[src/rtl/uart_pkg.sv]
// Shared UART definitions: receiver state encoding and 8N1 frame constants
// common to the receiver and the paired transmitter.
package uart_pkg;

    typedef enum logic [2:0] {
        IDLE,
        START,
        DATA,
        STOP,
        BRK
    } rx_state_t;

    localparam logic START_BIT = 1'b0;
    localparam logic STOP_BIT  = 1'b1;
    localparam int   DATA_BITS = 8;

endpackage

[src/rtl/uart_baud_timer.sv]
// Free-running baud down-counter. A load restarts it at load_val. Reaching zero
// reloads BAUD_DIV-1 and raises a one-cycle registered tick on the following cycle.
module uart_baud_timer #(
    parameter int unsigned BAUD_DIV = 8192,
    parameter int          TW       = $clog2(BAUD_DIV)
) (
    input  logic          clk,
    input  logic          rst,
    input  logic          load,
    input  logic [TW-1:0] load_val,
    output logic          tick
);

    localparam logic [TW-1:0] RELOAD = TW'(BAUD_DIV - 1);

    logic [TW-1:0] cnt_q, cnt_d;
    logic          tick_q;

    // NOTE: cnt_d gets a default before any branch so no path leaves it unassigned (no latch).
    always_comb begin
        cnt_d = cnt_q - 1'b1;
        if (load) begin
            cnt_d = load_val;
        end else if (cnt_q == '0) begin
            cnt_d = RELOAD;
        end
    end

    always_ff @(posedge clk) begin
        if (rst) begin
            cnt_q  <= '0;
            tick_q <= 1'b0;
        end else begin
            cnt_q  <= cnt_d;
            tick_q <= !load && (cnt_q == '0);
        end
    end

    assign tick = tick_q;

endmodule

[src/rtl/uart_rx.sv]
// 8N1 serial receiver: two-flop input synchroniser, mid-bit sampling FSM and a
// rdy/clr_rdy byte handshake with sticky framing and overrun flags.
module uart_rx
    import uart_pkg::*;
#(
    parameter int unsigned BAUD_DIV = 8192
) (
    input  logic       clk,
    input  logic       rst,
    input  logic       rx,
    input  logic       clr_rdy,
    output logic [7:0] rx_data,
    output logic       rdy,
    output logic       frm_err,
    output logic       ovr_err,
    output logic       busy
);

    localparam int TW = $clog2(BAUD_DIV);

    logic            rx_meta_q, rx_s_q;
    rx_state_t       state_q;
    logic [3:0]      bit_cnt_q;
    logic [7:0]      shreg_q;
    logic [7:0]      rx_data_q;
    logic            rdy_q, frm_err_q, ovr_err_q, busy_q;
    logic            tmr_load, tick;

    // NOTE: the synchroniser resets to the idle level so leaving reset never looks like a start bit.
    always_ff @(posedge clk) begin
        if (rst) begin
            rx_meta_q <= 1'b1;
            rx_s_q    <= 1'b1;
        end else begin
            rx_meta_q <= rx;
            rx_s_q    <= rx_meta_q;
        end
    end

    // The first tick after a start edge lands half a bit in, centring every later sample.
    assign tmr_load = (state_q == IDLE) && (rx_s_q == START_BIT);

    uart_baud_timer #(
        .BAUD_DIV (BAUD_DIV)
    ) u_timer (
        .clk      (clk),
        .rst      (rst),
        .load     (tmr_load),
        .load_val (TW'(BAUD_DIV / 2 - 1)),
        .tick     (tick)
    );

    always_ff @(posedge clk) begin
        if (rst) begin
            state_q   <= IDLE;
            bit_cnt_q <= '0;
            shreg_q   <= '0;
            rx_data_q <= '0;
            rdy_q     <= 1'b0;
            frm_err_q <= 1'b0;
            ovr_err_q <= 1'b0;
            busy_q    <= 1'b0;
        end else begin
            if (clr_rdy) begin
                rdy_q     <= 1'b0;
                ovr_err_q <= 1'b0;
            end

            case (state_q)
                IDLE: begin
                    if (rx_s_q == START_BIT) begin
                        state_q <= START;
                        busy_q  <= 1'b1;
                    end
                end

                START: begin
                    if (tick) begin
                        if (rx_s_q == START_BIT) begin
                            state_q   <= DATA;
                            bit_cnt_q <= '0;
                        end else begin
                            state_q <= IDLE;
                            busy_q  <= 1'b0;
                        end
                    end
                end

                DATA: begin
                    if (tick) begin
                        shreg_q   <= {rx_s_q, shreg_q[7:1]};
                        bit_cnt_q <= bit_cnt_q + 1'b1;
                        if (bit_cnt_q == 4'(DATA_BITS - 1)) begin
                            state_q <= STOP;
                        end
                    end
                end

                STOP: begin
                    if (tick) begin
                        if (rx_s_q == STOP_BIT) begin
                            // A completing frame overrides a same-cycle clr_rdy.
                            rx_data_q <= shreg_q;
                            rdy_q     <= 1'b1;
                            frm_err_q <= 1'b0;
                            if (rdy_q && !clr_rdy) begin
                                ovr_err_q <= 1'b1;
                            end
                            state_q <= IDLE;
                            busy_q  <= 1'b0;
                        end else begin
                            frm_err_q <= 1'b1;
                            state_q   <= BRK;
                        end
                    end
                end

                BRK: begin
                    if (rx_s_q == STOP_BIT) begin
                        state_q <= IDLE;
                        busy_q  <= 1'b0;
                    end
                end

                default: begin
                    state_q <= IDLE;
                    busy_q  <= 1'b0;
                end
            endcase
        end
    end

    assign rx_data = rx_data_q;
    assign rdy     = rdy_q;
    assign frm_err = frm_err_q;
    assign ovr_err = ovr_err_q;
    assign busy    = busy_q;

endmodule
[config.mk]
export PLATFORM = sky130hd
export DESIGN_NAME = uart_rx
export DESIGN_NICKNAME = d
export VERILOG_FILES = /design/src/rtl/uart_pkg.sv /design/src/rtl/uart_baud_timer.sv /design/src/rtl/uart_rx.sv
export SDC_FILE = /design/constraint.sdc
export NUM_CORES = 1
export LEC_CHECK = 0
export CAP_MARGIN = 15
export CORE_MARGIN = 2
export CORE_UTILIZATION = 25
export DETAILED_ROUTE_END_ITERATION = 6
export GPL_ROUTABILITY_DRIVEN = 0
export RECOVER_POWER = 50
export SYNTH_ARGS = -nofsm -noshare
export SYNTH_HDL_FRONTEND = slang
export SYNTH_SLANG_ARGS = --single-unit
[constraint.sdc]
create_clock -name clk -period 4.5 [get_ports clk]
set_input_delay 1.125 -clock clk [delete_from_list [all_inputs] [get_ports clk]]
set_output_delay 1.125 -clock clk [all_outputs]
set_load 0.1 [all_outputs]
==> key figures <==
Timing
  • Least-Margin Pin Slew: about 0.99 ns
  • Relative slew slack: approximately 34%
  • Total negative slack: 0 ns
  • Clk_skew: approximately 0.007 ns
  • Fmax: 334 MHz
  • Period utilisation layout: 66.5%
  • Min Tclk post-route: about 3.0 ns
  • Final Hold Viols: 0
  • RSZ-0062 raised after global routing: no
  • Hold_ws: 0.416 ns
  • Max-slew violations: 0
  • Final Setup Violations: 0

CTS
  • Clk sinks: between 40 and 50
  • CTS tree: done
  • # resized after CTS: 0
  • Clock tree buffer depth: 2
  • CTS Root Buffer Type: clkbuf_8
  • H-Tree Depth: 2
  • Worst-Skew Late Latency: 0.29 ns
  • Clock-pin transition on the worst setup and hold timing paths: approximately 0.08 ns
  • # Post-CTS Setup Buffers: 0
  • CTS Hold Bufs: 0
  • Total CTS buffers: 5

Detailed routing
  • WL met1: between 1.5 and 2 mm
  • Top layer in use: met4
  • Avg WL per Cell: 11.4 um
  • DR DRC count: 0
  • Met2 WL: between 1.5 and 2 mm
  • Via/cell ratio: between 4 and 5
  • Routed via count: approximately 1500
  • Post-DRT Antenna Nets: 0
  • DR iter-0 viols: 96
  • Routed WL: between 3 and 4 mm
  • Metal3 WL: approximately 120 um
  • 1st-pass router iterations: 4

Logic synthesis
  • Synth Cell Area: between 0.0015 and 0.002 sq mm
  • Number of synthesized flops with an enable pin: 0
  • Syn nets: approximately 220
  • Synth unique cells: 45
  • Most common flop cell mapped by yosys: dfxtp_1
  • Synthesized area per cell: a little under 9 sq um
  • Asr flop ratio synth: 0%
  • Seq cells post-synth: 43
  • Yosys warnings: 0
  • Cells after Synth: 211
  • Register area share after synthesis: between 40% and 50%

Setup path
  • RR Startpoint: state_q[0]
  • Max incr delay on CP: 1.02 ns
  • Crit path kind: input port to register
  • CP Buf/Inv Count: 2
  • WP data required: about 4.7 ns
  • Cell family with most CP delay: buffers and inverters
  • Worst setup startpoint: rst
  • Worst Path Arrival: 3.17 ns
  • Setup crit end kind: register
  • CP Max Fanout: 23
  • CP startpoint kind: input port
  • Crit-path slowest cell: dlygate4sd3_1
  • CP cell instances: dlygate4sd3_1 > clkbuf_1 > a41o_1 > a31oi_1
  • Reg2reg setup slack: between 2 and 3 ns

Power
  • Pleak: around 0.74 nW
  • Switching share of power: 31.7%
  • Pwr Density: 535 mW/mm^2
  • Reg power frac: approximately 42%
  • Net Sw Power: 0.000374 W
  • Combinational share of power: between 20% and 30%
  • Int Pwr: between 0.0008 and 0.0009 W
  • Maximum vdd ir drop: roughly 0.00029 V
  • Clock Power Share: roughly 30%

Place
  • DPL Wire Length: approximately 2.4 mm
  • Number of placed instances, taps included: 312
  • Port Buf Inserts: 15
  • Placed inst area: a little over 0.002 sq mm

Run status
  • Status: finished clean

Global route
  • Vias in the first global route: ~1500
  • GR Util All Layers: approximately a tenth
  • First-pass GRT wire length: between 6 and 7 mm
  • Antenna violations before repair: 0
  • Remaining global-route overflow: 0
  • Largest net degree at the start of global routing: 24

Run
  • Max-Cap Viols: 0

Floorplan
  • I/O pins: 16
  • Core area: a little over 0.007 sq mm
  • Die footprint: just over 0.008 sq mm
  • Die width: 90.2 um
  • Initial Util: between 20% and 30%
  • Row count: 31
  • Die Y: 90.2 um

Finish
  • Layout cells sized above 1: 9.50%
  • Final Cell Area: 0.00220 sq mm
  • Leading cell type in the layout, fill and taps excluded: dfxtp_1
  • Filler cells: 774
  • Diodes inserted: 0
  • Area of the multi-input gates: approximately 910 sq um
  • Storage element area: 861 sq um
  • Area Growth Syn to Fin: 18.8%
  • Commonest cells after routing, fill and taps aside: 43 x dfxtp_1, 33 x a21oi_1, 30 x nand2_1
  • Nets@finish: about 230
  • Non-filler instance count after layout: 320
  • Post-layout util: roughly 30%

Worst hold path
  • Hold path start: rx_meta_q
  • Hold WC Path Type: register to register
-- power groups by stage --
| stage | clock network (W) | registers (W) | logic [W] |
|---|---|---|---|
| 5_1_grt | 0.000373 | 0.000508 | 0.000363 |
| 3_5_place_dp | 0 | 0.000510 | 0.000325 |
| 6_report | 0.000352 | 0.000500 | 0.000327 |
| 2_1_floorplan | 0 | 0.000503 | 0.000291 |
| 3_3_place_gp | 0 | 0.000505 | 0.000325 |
| 4_1_cts | 0.000360 | 0.000501 | 0.000330 |
-- flip-flops by register name (all words and copies together), names as in the netlist --
name           flops
u_timer.tick       1
rdy                1
state_q            3
rx_s_q             1
shreg_q            8
rx_data            8
rx_meta_q          1
frm_err            1
busy               1
ovr_err            1
u_timer.cnt_q     13
bit_cnt_q          4
-- layout make-up --
class | instances | share of cell area [%]
multi-input cells | 149 | 41.5
clock inverters | 2 | 2.72
well taps | 99 | 5.62
repair buffers | 16 | 6.98
inverters | 5 | 0.851
flip-flops and latches | 43 | 39.0
clock buffers | 6 | 3.29
-- through the flow --
stage / power [W] / setup WS, ns
floorplan: 0.000794 / 2.42
global placement: 0.000830 / 1.73
detailed placement: 0.000835 / 1.72
CTS: 0.00119 / 1.53
global route: 0.00124 / 1.34
finish: 0.00118 / 1.51
-- cell usage after synthesis, drive strengths merged, types with 2 or more instances --
| cell | count | area share (%) |
|---|---|---|
| dfxtp | 43 | 46 |
| mux2i | 2 | 1.1 |
| nand3 | 9 | 2.4 |
| o21ai | 4 | 1.1 |
| a21oi | 33 | 8.9 |
| or3 | 2 | 0.74 |
| clkbuf | 11 | 2.2 |
| a31oi | 4 | 1.7 |
| ha | 3 | 2.0 |
| xnor2 | 7 | 3.3 |
| nor2b | 3 | 1.0 |
| nand2 | 30 | 6.1 |
| buf | 3 | 1.1 |
| and4b | 2 | 1.1 |
| nor2 | 16 | 3.6 |
| or4 | 3 | 1.6 |
| nand2b | 2 | 0.67 |
| nor4 | 4 | 2.5 |
| inv | 5 | 1.0 |
| nor3 | 8 | 3.3 |
| or2 | 3 | 1.0 |
-- final timing paths --
| path | end | depth (start not counted) |
|---|---|---|
| worst max-delay path | u_timer.cnt_q[10] | 4 |
| worst min-delay path | rx_s_q | 1 |
| worst max register to register | rx_data[6] | 4 |
| worst min register to register | rx_s_q | 1 |
-- cell families (layout without fill, tap and decap cells) --
logic type / count (synthesis) / in the layout / share of synthesized area (%)
simple gates: 88 / 88 / 26.5
compound gates: 48 / 48 / 15.9
flops: 43 / 43 / 46.4
buf+inv: 19 / 29 / 4.32
xor+xnor: 8 / 8 / 3.78
fa+ha+maj: 3 / 3 / 2.02
mux: 2 / 2 / 1.08
-- worst reg2reg max path: cells and delay by family, from the launching register on --
kind	cells	cell delay, ns
compound gates	1	0.07
flops	1	0.49
simple gates	3	1.04
-- layer usage --
metal	GRT usage [%]	vias up
li1	-	745
met5	0	-
met1	11.3	675
met2	16.2	31
met3	2.60	6
met4	3.33	0
Note: power is estimated with default switching activity, not from simulation.
